**config.mk**
```make
export PLATFORM = sky130hd
export DESIGN_NAME = class_arbiter
export DESIGN_NICKNAME = d
export VERILOG_FILES = /design/src/rtl/class_arbiter.sv
export SDC_FILE = /design/constraint.sdc
export NUM_CORES = 1
export LEC_CHECK = 0
export ABC_AREA = 0
export CELL_PAD_IN_SITES_DETAIL_PLACEMENT = 1
export CELL_PAD_IN_SITES_GLOBAL_PLACEMENT = 2
export CORE_MARGIN = 3
export CORE_UTILIZATION = 23
export CTS_CLUSTER_DIAMETER = 60
export DETAILED_ROUTE_END_ITERATION = 8
export PLACE_DENSITY = 0.73
export SYNTH_ARGS = -nofsm -noshare
export SYNTH_HDL_FRONTEND = slang
export SYNTH_SLANG_ARGS = --single-unit
```
**constraint.sdc**
```tcl
create_clock -name clk -period 2 [get_ports clk]
set_input_delay 0.2 -clock clk [delete_from_list [all_inputs] [get_ports clk]]
set_output_delay 0.2 -clock clk [all_outputs]
set_load 0.1 [all_outputs]
```
**src/rtl/class_arbiter.sv**
```systemverilog
// class_arbiter: drains four class FIFOs into one egress FIFO, round-robin, pop-to-push latency 2.
// Optional macro CLASS_ARB_PRIORITY_EN: class 3 wins whenever eligible, classes 0-2 rotate.
module class_arbiter (
  input  logic        clk,
  input  logic        reset,
  input  logic [3:0]  state,
  input  logic        empty_0,
  input  logic        empty_1,
  input  logic        empty_2,
  input  logic        empty_3,
  input  logic [11:0] data_in_0,
  input  logic [11:0] data_in_1,
  input  logic [11:0] data_in_2,
  input  logic [11:0] data_in_3,
  input  logic        almost_full_out,
  output logic        pop_0,
  output logic        pop_1,
  output logic        pop_2,
  output logic        pop_3,
  output logic        push_out,
  output logic [11:0] data_out,
  output logic [7:0]  cnt_0,
  output logic [7:0]  cnt_1,
  output logic [7:0]  cnt_2,
  output logic [7:0]  cnt_3
);

  logic [3:0]      empty_v;
  logic            clear;
  logic            active;
  logic [3:0]      elig;
  logic [3:0]      rr_elig;
  logic [1:0]      cand;
  logic            grant_valid;
  logic            grant_rr;
  logic [1:0]      grant_idx;
  logic [11:0]     s1_data;

  logic [3:0]      pop_q, pop_d;
  logic [1:0]      last_grant_q, last_grant_d;
  logic            s1_valid_q, s1_valid_d;
  logic [1:0]      s1_idx_q, s1_idx_d;
  logic            push_q, push_d;
  logic [1:0]      push_idx_q, push_idx_d;
  logic [11:0]     data_q, data_d;
  logic [3:0][7:0] cnt_q, cnt_d;

  function automatic logic [1:0] onehot_idx(input logic [3:0] oh);
    logic [1:0] idx;
    case (oh)
      4'b0010: idx = 2'd1;
      4'b0100: idx = 2'd2;
      4'b1000: idx = 2'd3;
      default: idx = 2'd0;
    endcase
    return idx;
  endfunction

  // A class just popped is ineligible: its FIFO empty flag has not caught up yet.
  always_comb begin
    empty_v = {empty_3, empty_2, empty_1, empty_0};
    clear   = reset || (state == 4'b0001);
    active  = (state == 4'b0100) || (state == 4'b1000);
    elig    = {4{active && !almost_full_out}} & ~empty_v & ~pop_q;
  end

  always_comb begin
`ifdef CLASS_ARB_PRIORITY_EN
    rr_elig = elig & 4'b0111;
`else
    rr_elig = elig;
`endif
    grant_valid = 1'b0;
    grant_rr    = 1'b0;
    grant_idx   = last_grant_q;
    cand        = last_grant_q;
    for (int i = 1; i <= 4; i++) begin
      cand = last_grant_q + 2'(i);
      if (!grant_valid && rr_elig[cand]) begin
        grant_valid = 1'b1;
        grant_rr    = 1'b1;
        grant_idx   = cand;
      end
    end
`ifdef CLASS_ARB_PRIORITY_EN
    // Class 3 overrides the rotation and leaves the pointer for classes 0-2 untouched.
    if (elig[3]) begin
      grant_valid = 1'b1;
      grant_rr    = 1'b0;
      grant_idx   = 2'd3;
    end
`endif
  end

  always_comb begin
    case (s1_idx_q)
      2'd0:    s1_data = data_in_0;
      2'd1:    s1_data = data_in_1;
      2'd2:    s1_data = data_in_2;
      default: s1_data = data_in_3;
    endcase
  end

  always_comb begin
    pop_d        = 4'b0000;
    last_grant_d = last_grant_q;
    if (grant_valid) begin
      pop_d = 4'b0001 << grant_idx;
      if (grant_rr) begin
        last_grant_d = grant_idx;
      end
    end
    s1_valid_d = |pop_q;
    s1_idx_d   = onehot_idx(pop_q);
    push_d     = s1_valid_q;
    push_idx_d = s1_idx_q;
    data_d     = data_q;
    if (s1_valid_q) begin
      data_d = s1_data;
    end
    cnt_d = cnt_q;
    if (push_q) begin
      cnt_d[push_idx_q] = cnt_q[push_idx_q] + 8'd1;
    end
  end

  always_ff @(posedge clk) begin
    if (clear) begin
      pop_q        <= 4'b0000;
      last_grant_q <= 2'd3;
      s1_valid_q   <= 1'b0;
      s1_idx_q     <= 2'd0;
      push_q       <= 1'b0;
      push_idx_q   <= 2'd0;
      data_q       <= 12'h000;
      cnt_q        <= '0;
    end else begin
      pop_q        <= pop_d;
      last_grant_q <= last_grant_d;
      s1_valid_q   <= s1_valid_d;
      s1_idx_q     <= s1_idx_d;
      push_q       <= push_d;
      push_idx_q   <= push_idx_d;
      data_q       <= data_d;
      cnt_q        <= cnt_d;
    end
  end

  assign pop_0    = pop_q[0];
  assign pop_1    = pop_q[1];
  assign pop_2    = pop_q[2];
  assign pop_3    = pop_q[3];
  assign push_out = push_q;
  assign data_out = data_q;
  assign cnt_0    = cnt_q[0];
  assign cnt_1    = cnt_q[1];
  assign cnt_2    = cnt_q[2];
  assign cnt_3    = cnt_q[3];

endmodule

```
**Yosys cells after proc, flatten, opt, wreduce, memory -nomap -nowiden**

Cells that the tools add are included.

- Add/subtract/negate cells: 4
- $mul: 0
- Div/mod/pow operators: 0
- $lt $le $gt $ge: 6
- Equal/unequal tests: 8
- Shift operators: 1
- Mux-type cells: 23
- Bitwise gates (word level): 5
- Reductions and logical operators: 14

Operators by type and width:

| cell | number |
|---|---|
| 12-bit one-hot mux with 3 select lines | 1 |
| 32-bit bitwise mux | 1 |
| 8-bit binary-select mux with 2-bit select | 1 |
| 8-bit demux with 2-bit select | 1 |
| 8-bit two-way mux | 2 |
| 2-bit by 3-bit less-than comparator with 1-bit output (second input constant) | 5 |
| 8-bit by 1-bit adder with 8-bit output (second input constant) | 1 |
| 4-bit AND | 2 |
| 1-bit binary-select mux with 2-bit select | 4 |
| 4-bit by 3-bit == test with 1-bit output (second input constant) | 2 |
| 4-bit == test (second input constant) | 2 |
| 1-bit two-way mux | 8 |
| 2-bit two-way mux | 4 |
| 4-bit NOT | 2 |
| 2-bit one-hot mux with 3 select lines | 1 |
| 1-bit logical AND | 5 |
| 2-bit adder (second input constant) | 2 |
| 4-bit by 1-bit == test with 1-bit output (second input constant) | 1 |
| 4-bit by 2-bit == test with 1-bit output (second input constant) | 1 |
| 1-bit logical NOT | 4 |
| 4-bit OR reduction | 1 |
| 1-bit by 2-bit left shift with 4-bit output (first input constant) | 1 |
| 2-bit by 1-bit adder with 2-bit output (second input constant) | 1 |
| 2-bit by 1-bit == test with 1-bit output (second input constant) | 1 |
| other kinds (6) | 7 |

- Flip-flop bits (word level): 56
- Latch bits: 0
- Bits in writable memories: 0
- Bits in read-only memories: 0
- Input bits: 59
- Output and inout bits: 49
- Word-level logic and storage cells: 72
- Memories: 0

**Logic depth before layout (Yosys ltp)**

Gate-level depths: netlist of run 1.

- Depth in word-level cells: 19
- Gate-level depth with buffers: 7
- Gate-level depth less buffers: 6

**Worst setup path after synthesis of run 1**

OpenSTA, ideal clock, no wires.

- Kind: register to register
- From: register cnt_q, in the netlist cnt_2[0]
- To: register cnt_q, in the netlist cnt_1[4]
- Library setup time: 67 ps
- Arrival time: 2283 ps
- Required time: 1933 ps
- Slack: -351 ps
- Cell stages (with the launch flop): 7
- Buffers on the path: 0
- Period minus slack after synthesis: 2351 ps
- Cells stage by stage: dfxtp_1 -> mux4_4 -> ha_1 -> nand3_1 -> xnor2_1 -> mux2i_1 -> nor2_1

- Longest elaborated chain between the ends: 4

RTL lines:

| what | RTL line | source |
|---|---|---|
| from (decl) | 46 | `logic [3:0][7:0] cnt_q, cnt_d;` |
| from (signal assigned) | 145 | `cnt_q <= cnt_d;` |
| 8-bit binary-select mux with 2-bit select | 123 | `cnt_d[push_idx_q] = cnt_q[push_idx_q] + 8'd1;` |
| 8-bit two-way mux (not written as such) | 123 |  |
| 8-bit by 1-bit adder with 8-bit output | 123 |  |
| 32-bit bitwise mux | 123 |  |

Every way passes these cells. The select of a mux whose other input is x is not followed.
A chain may end at the register's enable or synchronous reset.

**Worst setup path in the final report of run 1**

- From: register push_idx_q[1]
- To: register cnt_q, in the netlist cnt_2[3]

- Longest elaborated chain between the ends: 5
- Elaborated cells on any way between the ends: 9
- Classes of those cells: 1 x add/sub; 2 x order compare; 5 x mux; 1 x reduce/logical

RTL lines:

| what | RTL line | source |
|---|---|---|
| from (decl) | 44 | `logic [1:0] push_idx_q, push_idx_d;` |
| from (signal assigned) | 143 | `push_idx_q <= push_idx_d;` |
| branches (longest 4 deep; another with 8-bit by 1-bit adder with 8-bit output) | - |  |
| 32-bit bitwise mux * | 123 |  |

Every way passes the cells marked *. The select of a mux whose other input is x is not followed.

==> results of run 1 <==
==> cells in the mapped netlist, drive strengths merged, types with 2 or more instances <==
master	n	area, µm²
mux4	19	449
or2	2	12.5
o21ai	12	60.1
clkbuf	9	33.8
nand3	4	25.0
nor4	4	31.3
a211oi	8	60.1
mux2i	16	160
a21oi	16	80.1
or3	2	12.5
dfxtp	56	1120
nand2	13	48.8
inv	2	7.51
and2	3	18.8
o311ai	2	17.5
nor2	44	165
xnor2	11	96.3
nor3	5	25.0
buf	6	36.3
==> state kept, by name, summed over array words and instances (netlist names) <==
signal	cells
cnt_0	8
cnt_1	8
cnt_2	8
cnt_3	8
data_out	12
last_grant_q	2
pop_q	4
push_d	1
push_idx_d	2
push_idx_q	2
push_out	1
==> layer usage <==
metal  wire, µm  vias up  part of all wire
li1           -     1142                 -
met1       3580     1172              0.44
met2       4170       49              0.51
met3        373        4             0.046
met4         59        0            0.0072
met5          0        -                 0
==> worst max path at each step <==
stage / start / to / slack (ns) / depth (start not counted)
final: push_idx_q[1] / cnt_2[3] / 0.12 / 5
after global routing: push_idx_q[1] / cnt_2[4] / -0.008 / 7
after CTS: push_idx_q[1] / cnt_1[5] / 0.02 / 6
after detailed placement: push_idx_q[1] / cnt_3[6] / -0.03 / 6
after global placement: push_idx_q[1] / cnt_3[6] / 0.05 / 6
after floorplan: cnt_3[0] / cnt_2[6] / 0.01 / 6
==> kinds of logic after synthesis <==
logic type | count (synthesis) | synth area share
simple gates | 84 | 0.155
flops | 56 | 0.432
compound gates | 44 | 0.104
mux | 35 | 0.235
buf+inv | 17 | 0.0299
xor+xnor | 12 | 0.0405
fa+ha+maj | 1 | 0.00482
==> what timing repair did <==
item | CTS | global route
resized for setup | 1 | 5
cloned | 0 | 0
pin swaps | 0 | 1
setup endpoints to repair | 4 | 18
==> where the power goes <==
group          switching [mW]  internal [mW]
clock network           0.392          0.495
registers             0.00540           1.11
logic                  0.0918          0.149
total                   0.489           1.76
==> worst max-delay path: stages (launching register included) <==
cell                      delay (ns)
sky130_fd_sc_hd__dfxtp_2        0.36
sky130_fd_sc_hd__mux4_4         0.67
sky130_fd_sc_hd__buf_4          0.20
sky130_fd_sc_hd__nand3_1        0.08
sky130_fd_sc_hd__xor2_1         0.33
sky130_fd_sc_hd__a21oi_1        0.11
==> final cells by class <==
class	count	share of cell area
tap	140	0.0436
inverter	2	0.00187
sequential	56	0.291
clock inverter	2	0.00249
timing repair buffer	124	0.271
clock buffer	6	0.0345
multi-input combinational	176	0.356
==> reports/results.txt, run 1 <==
The worst setup path is of the reg -> reg kind. The starting DRC count in detailed routing came out at 75. Register area: 1170 µm². Number of cells on the worst reg-to-reg path: 5. The startpoint identified for the worst register-to-register timing path is push_idx_q[1]. Before CTS, the worst setup slack after placement is -0.0270 ns. The leakage power summed over all cells came out at 1.52 nW. The final layout contains 425 nets. Once layout is done, the placed cells without fillers occupy 4020 µm². The run gives 0 as the final hold violation count. Leaving out fill and tap cells, the most frequent cell in the layout is sky130_fd_sc_hd__buf_4. The filler cells instantiated in the layout total 1,227. The tools report the final design utilization as 0.368. The tools report the gate count of the mapped netlist as 249.

The netlist uses 41 different library cells. The cell area that synthesis handed to floorplanning was 2600 µm². The number of top-level pins is 108. TritonCTS built the clock tree.

The max-slew violation count was 0. Across the VDD grid, the largest voltage drop is 0.400 mV. The worst hold path startpoint was push_idx_d[0]. Clock latency on the worst-skew pair, taken at its later pin, is 0.29 ns. The sequential-to-total area share from yosys stat is 0.432. Across the run, the number of max-cap violations was 0. For this design the ratio of total power to cell area is 559 nW/µm². Summing all multi-input logic gate instances after layout gives 1430 µm². The design draws 2.25 mW. Dividing the detail-routed wire length by the instance count gives 16.2 µm.

The detailed router placed 2,367 vias in this run. The logs give 3850 µm² for the cell area after placement and 0.165 for the routing usage on met1. The worst setup skew after layout came out at 0.00631 ns. The floorplan has 38 rows. The logs give 0.130 for the total track usage and 498 for the instance count after placement with tap cells included.

The top cell types in the final layout, fill and taps aside, are sky130_fd_sc_hd__buf_4 (65), sky130_fd_sc_hd__clkdlybuf4s50_1 (58), sky130_fd_sc_hd__nor2_1 (44). At the worst endpoint, the arrival time is 2.05 ns. Static timing analysis puts the maximum clock frequency at 532 MHz. Average footprint of a synthesized cell: 10.4 µm².

The met2 global-route usage is 0.230. The die is 112 µm tall. Clock-pin slew on the worst setup and hold paths: 0.07 ns. The fraction of layout cells with a size suffix above 1 is 0.352, and the count of TritonRoute iterations in the first routing pass is 4. Setup repair after global routing could not meet its margin everywhere. The longest clock path from root to sink contains 2 buffers. The die covers 12,600 µm². The cell sitting at the root of the clock tree is a sky130_fd_sc_hd__clkbuf_16.

In the synthesized netlist the dominant register cell turns out to be sky130_fd_sc_hd__dfxtp_1. Port buffering added 107 buffers. The worst setup path is captured at a flop. On the final layout, the worst hold slack is 0.456 ns. The post-cts hold buffer count is 0, and the synthesized netlist net count is 309.

The number of flops mapped to enable cells by yosys is 0, and the worst path required time is 2.17 ns. The endpoint identified for the worst register-to-register timing path is cnt_2[3]. The number of buffers created by CTS is 5.

At the pin with the least slew margin, the transition time is 0.446 ns. The starting density of the core came out at 0.238. The area growth from synthesis to layout is 54.8%. After detailed routing, the number of remaining DRC violations is 0. Buffers added to address setup during post-CTS repair amount to 0. The number of sinks on the clock net is 56.

During synthesis, Yosys emitted a total of 0 warnings. The cell depth of the worst hold path works out to 1. The run finished with clean final reports. In this run, synthesis produced a sequential element count of 56. Summed over all layers, the global routing overflow is 0. Summed over all layers, the routed wires come to 8180 µm. The layer flagged by global routing as most heavily used is met2. The worst max-slew margin expressed relative to the limit is 0.699. The worst hold path terminates at push_idx_q[0]. The type of the tightest min-delay check was reg -> reg. The post-synthesis async set-or-reset flop share is 0, and the highest fanout seen on the critical path is 7. Across all setup checks in the final design, the least slack found is 0.120 ns. The via count of the first global-routing pass was 2,549; the wire length of the first global-routing pass was 13,300 µm.

The worst register-to-register path has a setup slack of 0.12 ns. For the final routed database, the setup TNS stands at 0 ns. The number of inserted diodes was 0. Setup violations remaining at the end of the flow were counted as 0. The global-route track usage on met3 was 0.0286. Detailed placement ended at an HPWL of 6380 µm.

The part of the cycle the worst path needs came out at 0.940. The number of H-tree levels was 2; the die span in x was 112 µm. The largest net degree at the start of global routing was 36; the number of non-filler instances in the completed layout was 506. The post-route minimum period works out to 1.88 ns. The run gives 0.816 as the routability congestion estimate from global placement. In this run the remaining antenna-violating nets after routing total 0. The floorplan step defined a core boundary enclosing 10,900 µm².

The run gives 0 as the initial antenna violation count. Dividing the detail-routed via count by the number of cells gives 4.68. STA classifies the critical path startpoint as a flop.
(Power assumes the default switching activity.)
==> run 2: changes to the inputs <==
Settings changed: CTS_CLUSTER_DIAMETER 60 to not set.
==> results of run 2 <==
The final DEF is identical to that of run 1; final timing and power are the same.
==> run 3: changes to the inputs <==
Settings changed: CTS_BUF_LIST set to sky130_fd_sc_hd__clkbuf_4 sky130_fd_sc_hd__clkbuf_8, SETUP_SLACK_MARGIN set to 0.15.
==> run 3 against run 2 <==
  * Clock skew grew 0.0064 ns
  * Fmax grew 2.6%
  * Via count increased by 1.7%
  * Hold slack improved by 0.025 ns
  * Critical endpoint is now cnt_2[6]
  * Sequential power about the same
  * Routed wire length is 3.2% higher
  * Core utilization increased by 0.94 points
  * Sequential share of layout area decreased by 0.54 points
  * Clock power is 16% lower
  * Highest routed layer unchanged
  * Register-to-register slack better by 0.05 ns
==> reports/results.txt, run 3 (same netlist as run 1, synthesis figures left out) <==
Commonest non-fill, non-tap cell in the layout: sky130_fd_sc_hd__buf_4 (unchanged). The proportion of total power due to net switching works out to 0.225 (was 0.218). The number of top-level pins is 108 (unchanged). The estimated wirelength of the detail-placed design was 6340 µm (was 6380 µm); the number of nets still failing antenna checks after routing was 0 (unchanged). The number of inserted diodes came out at 0 (unchanged).

The logs give 12,600 µm² (unchanged) for the total die area and 0 (unchanged) for the final hold violation count. The highest fanout seen on the critical path is 4 (was 7). The tools report the worst path required time as 2.19 ns (was 2.17 ns). The family with the most delay on the worst path was multiplexers (unchanged).

The starting density of the core is 0.238 (unchanged), and the area growth from synthesis to layout is 58.7% (was 54.8%). The post-layout total power is 2.10 mW (was 2.25 mW). Total track usage: 0.134 (was 0.130).

Maximum clock frequency: 546 MHz (was 532 MHz). The instance count after placement with tap cells included was 498 (unchanged). Category of the critical setup timing path: reg -> reg (unchanged).

The via count of the first global-routing pass came out at 2,561 (was 2,549). The run finished with clean final reports. The number of flip-flops under the largest register name was 12 (unchanged); the total overflow reported by the global router was 0 (unchanged). The count of buffers inserted at the top-level ports was 107 (unchanged). Ordered cell list for the critical path: mux4_4, ha_4, nand3_4, nor2_4, xnor2_4, a21oi_1 (was mux4_4, buf_4, nand3_1, xor2_1, a21oi_1).

The height of the die came out at 112 µm (unchanged). The logs give 5 (unchanged) for the number of buffers created by CTS and 4 (unchanged) for the count of TritonRoute iterations in the first routing pass. For the cell-internal power, the log shows 1.63 mW (was 1.76 mW). Type of the tightest min-delay check: reg -> reg (unchanged).

The logs give 2 (unchanged) for the worst-case clock buffer depth and 0.252 mV (was 0.400 mV) for the maximum vdd ir drop. Setup repair after global routing could not meet its margin everywhere. The fraction of power consumed by the clock network was 0.353 (was 0.395). The number of rows in the core area came out at 38 (unchanged). The worst-margin pin slew is 0.774 ns (was 0.446 ns), and the number of buffer and inverter instances along the worst setup path is 0 (was 1). The routability congestion estimate from global placement is 0.798 (was 0.816), and the clock-pin slew on the worst setup and hold paths is 0.11 ns (was 0.07 ns).

Max-slew violation count: 0 (unchanged). The tools report the total negative slack as 0 ns (unchanged). The arrival time of the worst setup path is 2.02 ns (was 2.05 ns), and the floorplan core area is 10,900 µm² (unchanged). The number of H-tree levels is 2 (unchanged).

The tools report the part of the total power dissipated in combinational logic as 0.114 (was 0.107). The die span in x was 112 µm (unchanged). Most frequent cells in the layout: sky130_fd_sc_hd__buf_4 (69), sky130_fd_sc_hd__clkdlybuf4s50_1 (58), sky130_fd_sc_hd__nor2_1 (43) (was sky130_fd_sc_hd__buf_4 (65), sky130_fd_sc_hd__clkdlybuf4s50_1 (58), sky130_fd_sc_hd__nor2_1 (44)).

The cell area power density came out at 510 nW/µm² (was 559 nW/µm²). For the total wire length after detailed routing, the log shows 8440 µm (was 8180 µm). The fraction of layout cells with a size suffix above 1 is 0.406 (was 0.352).

TritonCTS built the clock tree. The via count of the routed design is 2,407 (was 2,367), and the detail-routed net length per standard cell is 16.5 µm (was 16.2 µm). The kind of start point of the critical path is a flop (unchanged).

Highest-delay cell along the critical path: sky130_fd_sc_hd__mux4_4 (unchanged). Critical path endpoint category: a flop (unchanged). The logs give 13,500 µm (was 13,300 µm) for the wire length of the first global-routing pass and 512 (was 506) for the number of non-filler instances in the completed layout.

The path length in cells of the critical path is 6 (was 5), and the switching power is 474 µW (was 489 µW). The largest net degree at the start of global routing is 36 (unchanged), and the setup violation total in the final timing report is 0 (unchanged). Part of the total power dissipated in sequential elements: 0.533 (was 0.498). The number of cells on the worst reg-to-reg path came out at 6 (was 5). The run gives 0 (unchanged) as the DRC violations left. For the net count reported at finish, the log shows 431 (was 425). The initial antenna violation count was 0 (unchanged); the post-route minimum period was 1.83 ns (was 1.88 ns). The tools report the cell at the root of the clock tree as sky130_fd_sc_hd__clkbuf_8 (was sky130_fd_sc_hd__clkbuf_16).

The run gives 0.483 (was 0.699) as the worst max-slew margin expressed relative to the limit. The run gives 0.31 ns (was 0.29 ns) as the clock latency on the worst-skew pair. The tools report the starting DRC count in detailed routing as 90 (was 75).

The run gives 0 (unchanged) as the number of max-cap violations. For the number of sinks on the clock net, the log shows 56 (unchanged). The worst setup skew after layout was 0.0127 ns (was 0.00631 ns); the largest incremental delay on the critical path was 0.69 ns (was 0.67 ns). The leakage power summed over all cells came out at 1.53 nW (was 1.52 nW). Cell depth of the worst hold path: 1 (unchanged).

The detail-routed via count per cell was 4.70 (was 4.68); the part of the cycle the worst path needs was 0.916 (was 0.940).
[run 3: changes by cell type in the layout (fill, tap and decap cells not counted), moves of 3 or more]
cell | previous run | this run
sky130_fd_sc_hd__clkbuf_16 | 5 | 0
sky130_fd_sc_hd__buf_4 | 65 | 69
sky130_fd_sc_hd__clkbuf_8 | 1 | 5
sky130_fd_sc_hd__dfxtp_1 | 25 | 21
sky130_fd_sc_hd__mux4_1 | 4 | 0
sky130_fd_sc_hd__mux4_2 | 14 | 18
sky130_fd_sc_hd__dfxtp_2 | 27 | 30
sky130_fd_sc_hd__nor3_1 | 5 | 2
[run 3: per-layer routing]
| metal | track usage | routed length (µm) | share of wire | vias to the layer above |
|---|---|---|---|---|
| met5 | 0 | 0 | 0 | - |
| met4 | 0.0369 | 102 | 0.012 | 0 |
| met3 | 0.0361 | 507 | 0.060 | 7 |
| met2 | 0.229 | 4240 | 0.50 | 66 |
| met1 | 0.168 | 3590 | 0.43 | 1186 |
| li1 | - | - | - | 1148 |
[run 3: worst register-to-register path: stages (launching register included)]
cell and delay (ns):
sky130_fd_sc_hd__dfxtp_4 0.39, sky130_fd_sc_hd__mux4_4 0.69, sky130_fd_sc_hd__ha_4 0.22, sky130_fd_sc_hd__nand3_4 0.09, sky130_fd_sc_hd__nor2_4 0.06, sky130_fd_sc_hd__xnor2_4 0.17
sky130_fd_sc_hd__a21oi_1 0.10
[run 3: what timing repair did]
action	CTS	global route
gates resized for setup	8	12
pin swaps	2	3
endpoints found under the setup margin	24	24
hold buffers	0	0
buffers inserted	4	2
[run 3: per-stage QoR]
stage	instance area [µm²]	hold slack [ns]	util	setup WS (ns)
after global routing	4120	0.496	0.377	0.0701
after detailed placement	3910	0.472	0.358	0.0113
after floorplan	2700	0.431	-	0.110
after CTS	4070	0.488	0.373	0.126
final	4120	0.481	0.377	0.167
after global placement	3910	0.462	0.358	0.0846
[run 3: power groups by stage]
| stage | Sequential, mW | Combinational (mW) | Clock [mW] |
|---|---|---|---|
| after CTS | 1.12 | 0.242 | 0.768 |
| after global placement | 1.15 | 0.237 | 0 |
| after detailed placement | 1.15 | 0.241 | 0 |
| after floorplan | 1.17 | 0.0719 | 0 |
| final | 1.12 | 0.240 | 0.743 |
| after global routing | 1.12 | 0.259 | 0.826 |
[run 3: worst paths after layout]
path                      start            end  slack, ns
setup / recovery  push_idx_q[1]       cnt_2[6]       0.17
hold / removal         pop_q[0]  push_idx_d[1]       0.48
setup reg to reg  push_idx_q[1]       cnt_2[6]       0.17
hold reg to reg        pop_q[0]  push_idx_d[1]       0.48
[run 3: area by class of cell]
cell class / instances / area, µm²
clock buffer: 5 / 68.8
clock inverter: 3 / 37.5
fill: 1220 / 6810
inverter: 2 / 7.51
multi-input combinational: 176 / 1510
sequential: 56 / 1180
tap: 140 / 175
timing repair buffer: 130 / 1150
